[src/rtl/csr_access_unit_pkg.sv]
// csr_access_unit_pkg: shared widths, Zicsr funct3 encodings and FSM states for the CSR access unit
package csr_access_unit_pkg;
  localparam int DATA_WIDTH = 32;
  localparam int CSR_ADDR_WIDTH = 12;
  localparam logic WRITE_ENABLE = 1'b1;
  localparam logic [DATA_WIDTH-1:0] ZERO = '0;
  localparam logic [2:0] CSRRW = 3'b001;
  localparam logic [2:0] CSRRS = 3'b010;
  localparam logic [2:0] CSRRC = 3'b011;
  localparam logic [2:0] CSRRWI = 3'b101;
  localparam logic [2:0] CSRRSI = 3'b110;
  localparam logic [2:0] CSRRCI = 3'b111;
  typedef enum logic [1:0] {
    IDLE = 2'd0,
    READ = 2'd1,
    WRITE = 2'd2,
    RESP = 2'd3
  } state_t;
endpackage

[src/rtl/csr_access_unit_alu.sv]
// csr_alu: read-modify-write value and write-required flag for a Zicsr instruction
module csr_alu
  import csr_access_unit_pkg::*;
(
  input  logic [DATA_WIDTH-1:0] i_old,
  input  logic [DATA_WIDTH-1:0] i_op,
  input  logic [2:0]            i_funct3,
  input  logic [4:0]            i_rs1_idx,
  output logic [DATA_WIDTH-1:0] o_new,
  output logic                  o_wr_req
);
  always_comb begin
    o_new = (i_funct3[1:0] == 2'b01) ? i_op :
            (i_funct3[1:0] == 2'b10) ? (i_old | i_op) :
            (i_funct3[1:0] == 2'b11) ? (i_old & ~i_op) : ZERO;
    // set/clear with rs1 (or uimm) index 0 is a pure read
    o_wr_req = (i_funct3[1:0] == 2'b01) ? WRITE_ENABLE :
               (i_funct3[1:0] == 2'b00) ? 1'b0 : (i_rs1_idx != 5'd0);
  end
endmodule

[src/rtl/csr_access_unit.sv]
// csr_access_unit: executes Zicsr instructions against the CSR file (read, modify, write, respond)
// Optional CSR_RO_CHECK_EN: writes to read-only CSRs (addr[11:10]==2'b11) raise illegal-instruction
module csr_access_unit
  import csr_access_unit_pkg::*;
(
  input  logic                      clk_i,
  input  logic                      rst_i,
  input  logic                      req_valid_i,
  output logic                      req_ready_o,
  input  logic [2:0]                req_funct3_i,
  input  logic [CSR_ADDR_WIDTH-1:0] req_addr_i,
  input  logic [DATA_WIDTH-1:0]     req_rs1_data_i,
  input  logic [4:0]                req_rs1_idx_i,
  input  logic [4:0]                req_rd_idx_i,
  output logic [CSR_ADDR_WIDTH-1:0] csr_raddr_o,
  input  logic [DATA_WIDTH-1:0]     csr_rdata_i,
  output logic                      csr_we_o,
  output logic [CSR_ADDR_WIDTH-1:0] csr_waddr_o,
  output logic [DATA_WIDTH-1:0]     csr_wdata_o,
  output logic                      csr_instret_incr_o,
  output logic                      rsp_valid_o,
  input  logic                      rsp_ready_i,
  output logic                      rsp_rd_we_o,
  output logic [4:0]                rsp_rd_idx_o,
  output logic [DATA_WIDTH-1:0]     rsp_rd_data_o,
  output logic                      rsp_illegal_o
);
  state_t r_state, w_next;
  logic [2:0]                r_funct3;
  logic [CSR_ADDR_WIDTH-1:0] r_addr;
  logic [DATA_WIDTH-1:0]     r_op, r_old, r_new;
  logic [4:0]                r_rs1_idx, r_rd_idx;
  logic                      r_wr, r_illegal;
  logic [DATA_WIDTH-1:0]     w_new;
  logic                      w_wr_req, w_illegal;

  csr_alu u_alu (
    .i_old     (csr_rdata_i),
    .i_op      (r_op),
    .i_funct3  (r_funct3),
    .i_rs1_idx (r_rs1_idx),
    .o_new     (w_new),
    .o_wr_req  (w_wr_req)
  );

`ifdef CSR_RO_CHECK_EN
  assign w_illegal = (r_funct3[1:0] == 2'b00) || (w_wr_req && r_addr[11:10] == 2'b11);
`else
  assign w_illegal = (r_funct3[1:0] == 2'b00);
`endif

  always_ff @(posedge clk_i) begin
    if (!rst_i) r_state <= IDLE;
    else r_state <= w_next;
  end

  always_comb begin
    w_next = r_state;
    case (r_state)
      IDLE:  w_next = req_valid_i ? READ : IDLE;
      READ:  w_next = WRITE;
      WRITE: w_next = rsp_ready_i ? IDLE : RESP;
      RESP:  w_next = rsp_ready_i ? IDLE : RESP;
      default: w_next = IDLE;
    endcase
  end

  always_ff @(posedge clk_i) begin
    if (!rst_i) begin
      r_funct3 <= '0;
      r_addr <= '0;
      r_op <= '0;
      r_rs1_idx <= '0;
      r_rd_idx <= '0;
      r_old <= '0;
      r_new <= '0;
      r_wr <= 1'b0;
      r_illegal <= 1'b0;
    end else if (r_state == IDLE && req_valid_i) begin
      r_funct3 <= req_funct3_i;
      r_addr <= req_addr_i;
      r_op <= req_funct3_i[2] ? {{(DATA_WIDTH-5){1'b0}}, req_rs1_idx_i} : req_rs1_data_i;
      r_rs1_idx <= req_rs1_idx_i;
      r_rd_idx <= req_rd_idx_i;
    end else if (r_state == READ) begin
      r_old <= w_illegal ? ZERO : csr_rdata_i;
      r_new <= w_new;
      r_wr <= w_wr_req && !w_illegal;
      r_illegal <= w_illegal;
    end
  end

  // write and retire strobes are masked while reset is held so nothing leaks mid-operation
  always_comb begin
    req_ready_o = (r_state == IDLE);
    rsp_valid_o = (r_state == WRITE) || (r_state == RESP);
    csr_raddr_o = (r_state == READ) ? r_addr : '0;
    csr_we_o = rst_i && (r_state == WRITE) && r_wr;
    csr_waddr_o = csr_we_o ? r_addr : '0;
    csr_wdata_o = csr_we_o ? r_new : ZERO;
    rsp_illegal_o = rsp_valid_o && r_illegal;
    rsp_rd_we_o = rsp_valid_o && !r_illegal && (r_rd_idx != 5'd0);
    rsp_rd_idx_o = rsp_valid_o ? r_rd_idx : 5'd0;
    rsp_rd_data_o = rsp_valid_o ? r_old : ZERO;
    csr_instret_incr_o = rst_i && rsp_valid_o && rsp_ready_i && !r_illegal;
  end
endmodule

[config.mk]
export PLATFORM = sky130hd
export DESIGN_NAME = csr_access_unit
export DESIGN_NICKNAME = d
export VERILOG_FILES = /design/src/rtl/csr_access_unit_pkg.sv /design/src/rtl/csr_access_unit_alu.sv /design/src/rtl/csr_access_unit.sv
export SDC_FILE = /design/constraint.sdc
export NUM_CORES = 1
export LEC_CHECK = 0
export BUFFER_PORTS_ARGS = -buffer_cell sky130_fd_sc_hd__buf_2
export CAP_MARGIN = 5
export CORE_MARGIN = 2
export CORE_UTILIZATION = 24
export CTS_CLUSTER_DIAMETER = 30
export CTS_CLUSTER_SIZE = 40
export DETAILED_ROUTE_END_ITERATION = 7
export PLACE_DENSITY_LB_ADDON = 0.3
export RECOVER_POWER = 25
export SLEW_MARGIN = 0
export SYNTH_ARGS = -nofsm -noshare
export SYNTH_HDL_FRONTEND = slang
export SYNTH_HIERARCHICAL = 1
export SYNTH_SLANG_ARGS = --single-unit
[constraint.sdc]
create_clock -name clk_i -period 1.9 [get_ports clk_i]
set_input_delay 0.38 -clock clk_i [delete_from_list [all_inputs] [get_ports clk_i]]
set_output_delay 0.38 -clock clk_i [all_outputs]
set_load 0.01 [all_outputs]
==> results list <==
- Run status: finished, violations left
* Violations in the final reports: setup timing
- Maximum fanout encountered on the critical timing path: 3
- Setup repair after global routing could not meet its margin everywhere.
* Data required time at the worst endpoint: 1.52 ns
- After technology mapping, the gate count stands at 705.
* Number of max-capacitance violations reported: 0
- The H-tree generated during clock tree synthesis spans 4 levels.
- TritonCTS built the clock tree.
- The count of buffers added on input and output ports is 191.
* CTS sink cnt: 124
- Derived from the worst setup path, the maximum achievable clock frequency is 508.0 MHz.
- The floorplan step defined a die boundary enclosing 0.02608 mm2.
* Non-filler cells in the finished layout: 1216
- Data on the critical path arrives at its endpoint at 1.59 ns.
- When the netlist entered floorplanning its net count stood at 798.
- Measured along the y axis, the die boundary spans 161.5 um.
* Setup CP Type: reg -> out
- Vias in the first global route: 5120
- Number of cell rows: 57
- Across the routed clock network, the largest skew measured is 0.008522 ns.
- Effective utilization at floorplan: 24.47%
* Global-route wire length before repair: 28750 um
- Num ports: 192
* Tcrit/Tclk final: 103.6%
- In this run the static leakage power is 0.003564 uW.
- Maximum cell stage delay along the critical path: 0.56 ns
* Worst path depth: 4
- GRT Resource Usage Total: 14.44%
- Via total after detailed routing: 5352
- Post-synth design cell area: 0.005952 mm2
* Crit path capture type: primary output
- Min cycle time layout: 1.969 ns
- The floorplan step set the die width to 161.5 um.
* Routability cong.: 0.7260
- After filler insertion, the fill cell instance count of the layout stands at 2619.
- Entering global routing, the biggest net connects 72 pins.
- Via/cell ratio: 4.401
- During synthesis, Yosys emitted a total of 6 warnings.
* Gr ovfl total: 0
- For this block, the initial DRC count from the detailed router was 229.
- Each instance of the synthesized netlist takes up on average 8.442 um2.
* Buf/Inv on CP: 1
- In this run the deepest clock path goes through 2 buffers.
- Remaining antenna violation count after routing: 0
- The routed design has 19000 um of wire.
- Worst skew pair latency: 0.41 ns
* Total iterations of the first detailed-routing run: 5
- Measured against its own limit, the worst slew margin works out to 51.61%.
- Setup violation total in the final timing report: 28
* Final max-slew violation count: 0
* CP startpoint kind: flip-flop
- The largest individual stage delay along the critical path comes from the cell or4_4.
- 0 antenna diodes ended up in the layout.
* Clock transition time at the flip-flop clock pins of the worst setup and hold paths: 0.06 ns
* Cell count after placement: 1177
- Setup total negative slack: -0.5680 ns
* Actual slew at the worst max-slew pin: 0.7243 ns
* Core area: 0.02432 mm2
- Cells on worst reg2reg path: 6
- Total power divided by cell area: 879.1 mW/mm2
* Hpwl dp: 13110 um
- CP top delay family: simple AND/OR/NAND/NOR gates
- Worst IR Drop VDD: 0.0003760 V
* Cell chain of the critical path: or4_4 -> nor2_4 -> nor3b_2 -> buf_2
* Ratio of cells with drive above 1 in the final layout: 30.49%
- In the final routed layout, each cell accounts on average for 15.62 um.
- Area growth from synthesis to layout: 32.94%
- Counting the buffers created by CTS gives 17.
- Remaining routing DRC violations: 0
- The hold violation count in the final report came to 0.
* Worst Hold Path Cells: 3
- Once routing completed, OpenROAD measured the worst setup slack at -0.06866 ns.
* Initial antenna violation count: 0
- The min-delay analysis places its worst path in the category in -> reg.
- In this run the clock root is driven by a clkbuf_16.
* CTS Hold Buffers Added: 0
- The net count of the finished layout is 973.
[per-stage QoR]
stage               utilization, %  hold slack, ns  area, um2  setup slack [ns]  power, uW
floorplan                        -          0.4281       5952            0.3358       3348
global placement             29.49          0.4405       7172            0.2607       3662
detailed placement           29.49          0.4453       7172            0.2475       3668
CTS                          32.44          0.1566       7889           -0.1195       7082
global route                 32.54          0.1682       7913           -0.1266       7274
finish                       32.54          0.1841       7913          -0.06866       6956
[registers in the layout, indices dropped and copies added (netlist names)]
| signal | cells |
|---|---|
| r_wr | 1 |
| r_new | 32 |
| r_op | 32 |
| r_rd_idx | 5 |
| r_addr | 12 |
| r_illegal | 1 |
| r_funct3 | 2 |
| r_old | 32 |
| r_state | 2 |
| r_rs1_idx | 5 |
[placed cells by master (no fill, tap or decap), types with 4 or more instances in the layout]
| cell | count |
|---|---|
| nand2_1 | 123 |
| o21ai_0 | 44 |
| buf_2 | 185 |
| clkinv_2 | 5 |
| a22o_1 | 65 |
| o21ai_1 | 8 |
| dfxtp_1 | 118 |
| buf_4 | 22 |
| a21boi_0 | 33 |
| mux2i_1 | 37 |
| inv_1 | 32 |
| and2_1 | 89 |
| o211a_1 | 5 |
| buf_6 | 11 |
| clkbuf_16 | 17 |
| and2_4 | 5 |
| dfxtp_2 | 5 |
| nor2_1 | 4 |
| nand3_1 | 51 |
[cell type report]
| class | instances | area, um2 | share of cell area, % |
|---|---|---|---|
| clock buffer | 23 | 478.0 | 6.040 |
| clock inverter | 8 | 115.1 | 1.455 |
| inverter | 32 | 120.1 | 1.518 |
| multi-input combinational | 481 | 3002 | 37.93 |
| sequential | 124 | 2492 | 31.50 |
| tap | 324 | 405.4 | 5.123 |
| timing repair buffer | 224 | 1300 | 16.43 |
[what timing repair did]
item | in CTS | in global routing
cloned | 1 | 0
pin swaps | 8 | 2
setup endpoints to repair | 71 | 46
resized for setup | 16 | 11
buffers inserted | 7 | 0
[metal layers]
metal | GRT usage (%) | routed length, um | vias up
met5 | 0 | 0 | -
met4 | 3.815 | 144 | 0
met3 | 3.801 | 933 | 9
met2 | 23.76 | 8864 | 132
met1 | 18.75 | 9055 | 2494
li1 | - | - | 2717
[where the power goes]
part / switching, uW / leakage (uW) / internal [uW]
sequential: 89.3 / 0.00101 / 2720
clock: 1180 / 0.000297 / 2150
combinational: 483 / 0.00226 / 336
total: 1750 / 0.00356 / 5200
[worst paths after layout]
kind | start | to | slack, ns
setup / recovery | r_rd_idx[0] | rsp_rd_we_o | -0.07
hold / removal | req_addr_i[0] | r_addr[0] | 0.18
setup reg to reg | r_state[0] | r_old[21] | 0.12
hold reg to reg | r_rs1_idx[0] | r_rs1_idx[0] | 0.45
[worst min-delay path, cell delays in order]
cell     delay, ns
buf_2         0.07
nand3_1       0.05
o21ai_0       0.06
Note: power is estimated with default switching activity, not from simulation.
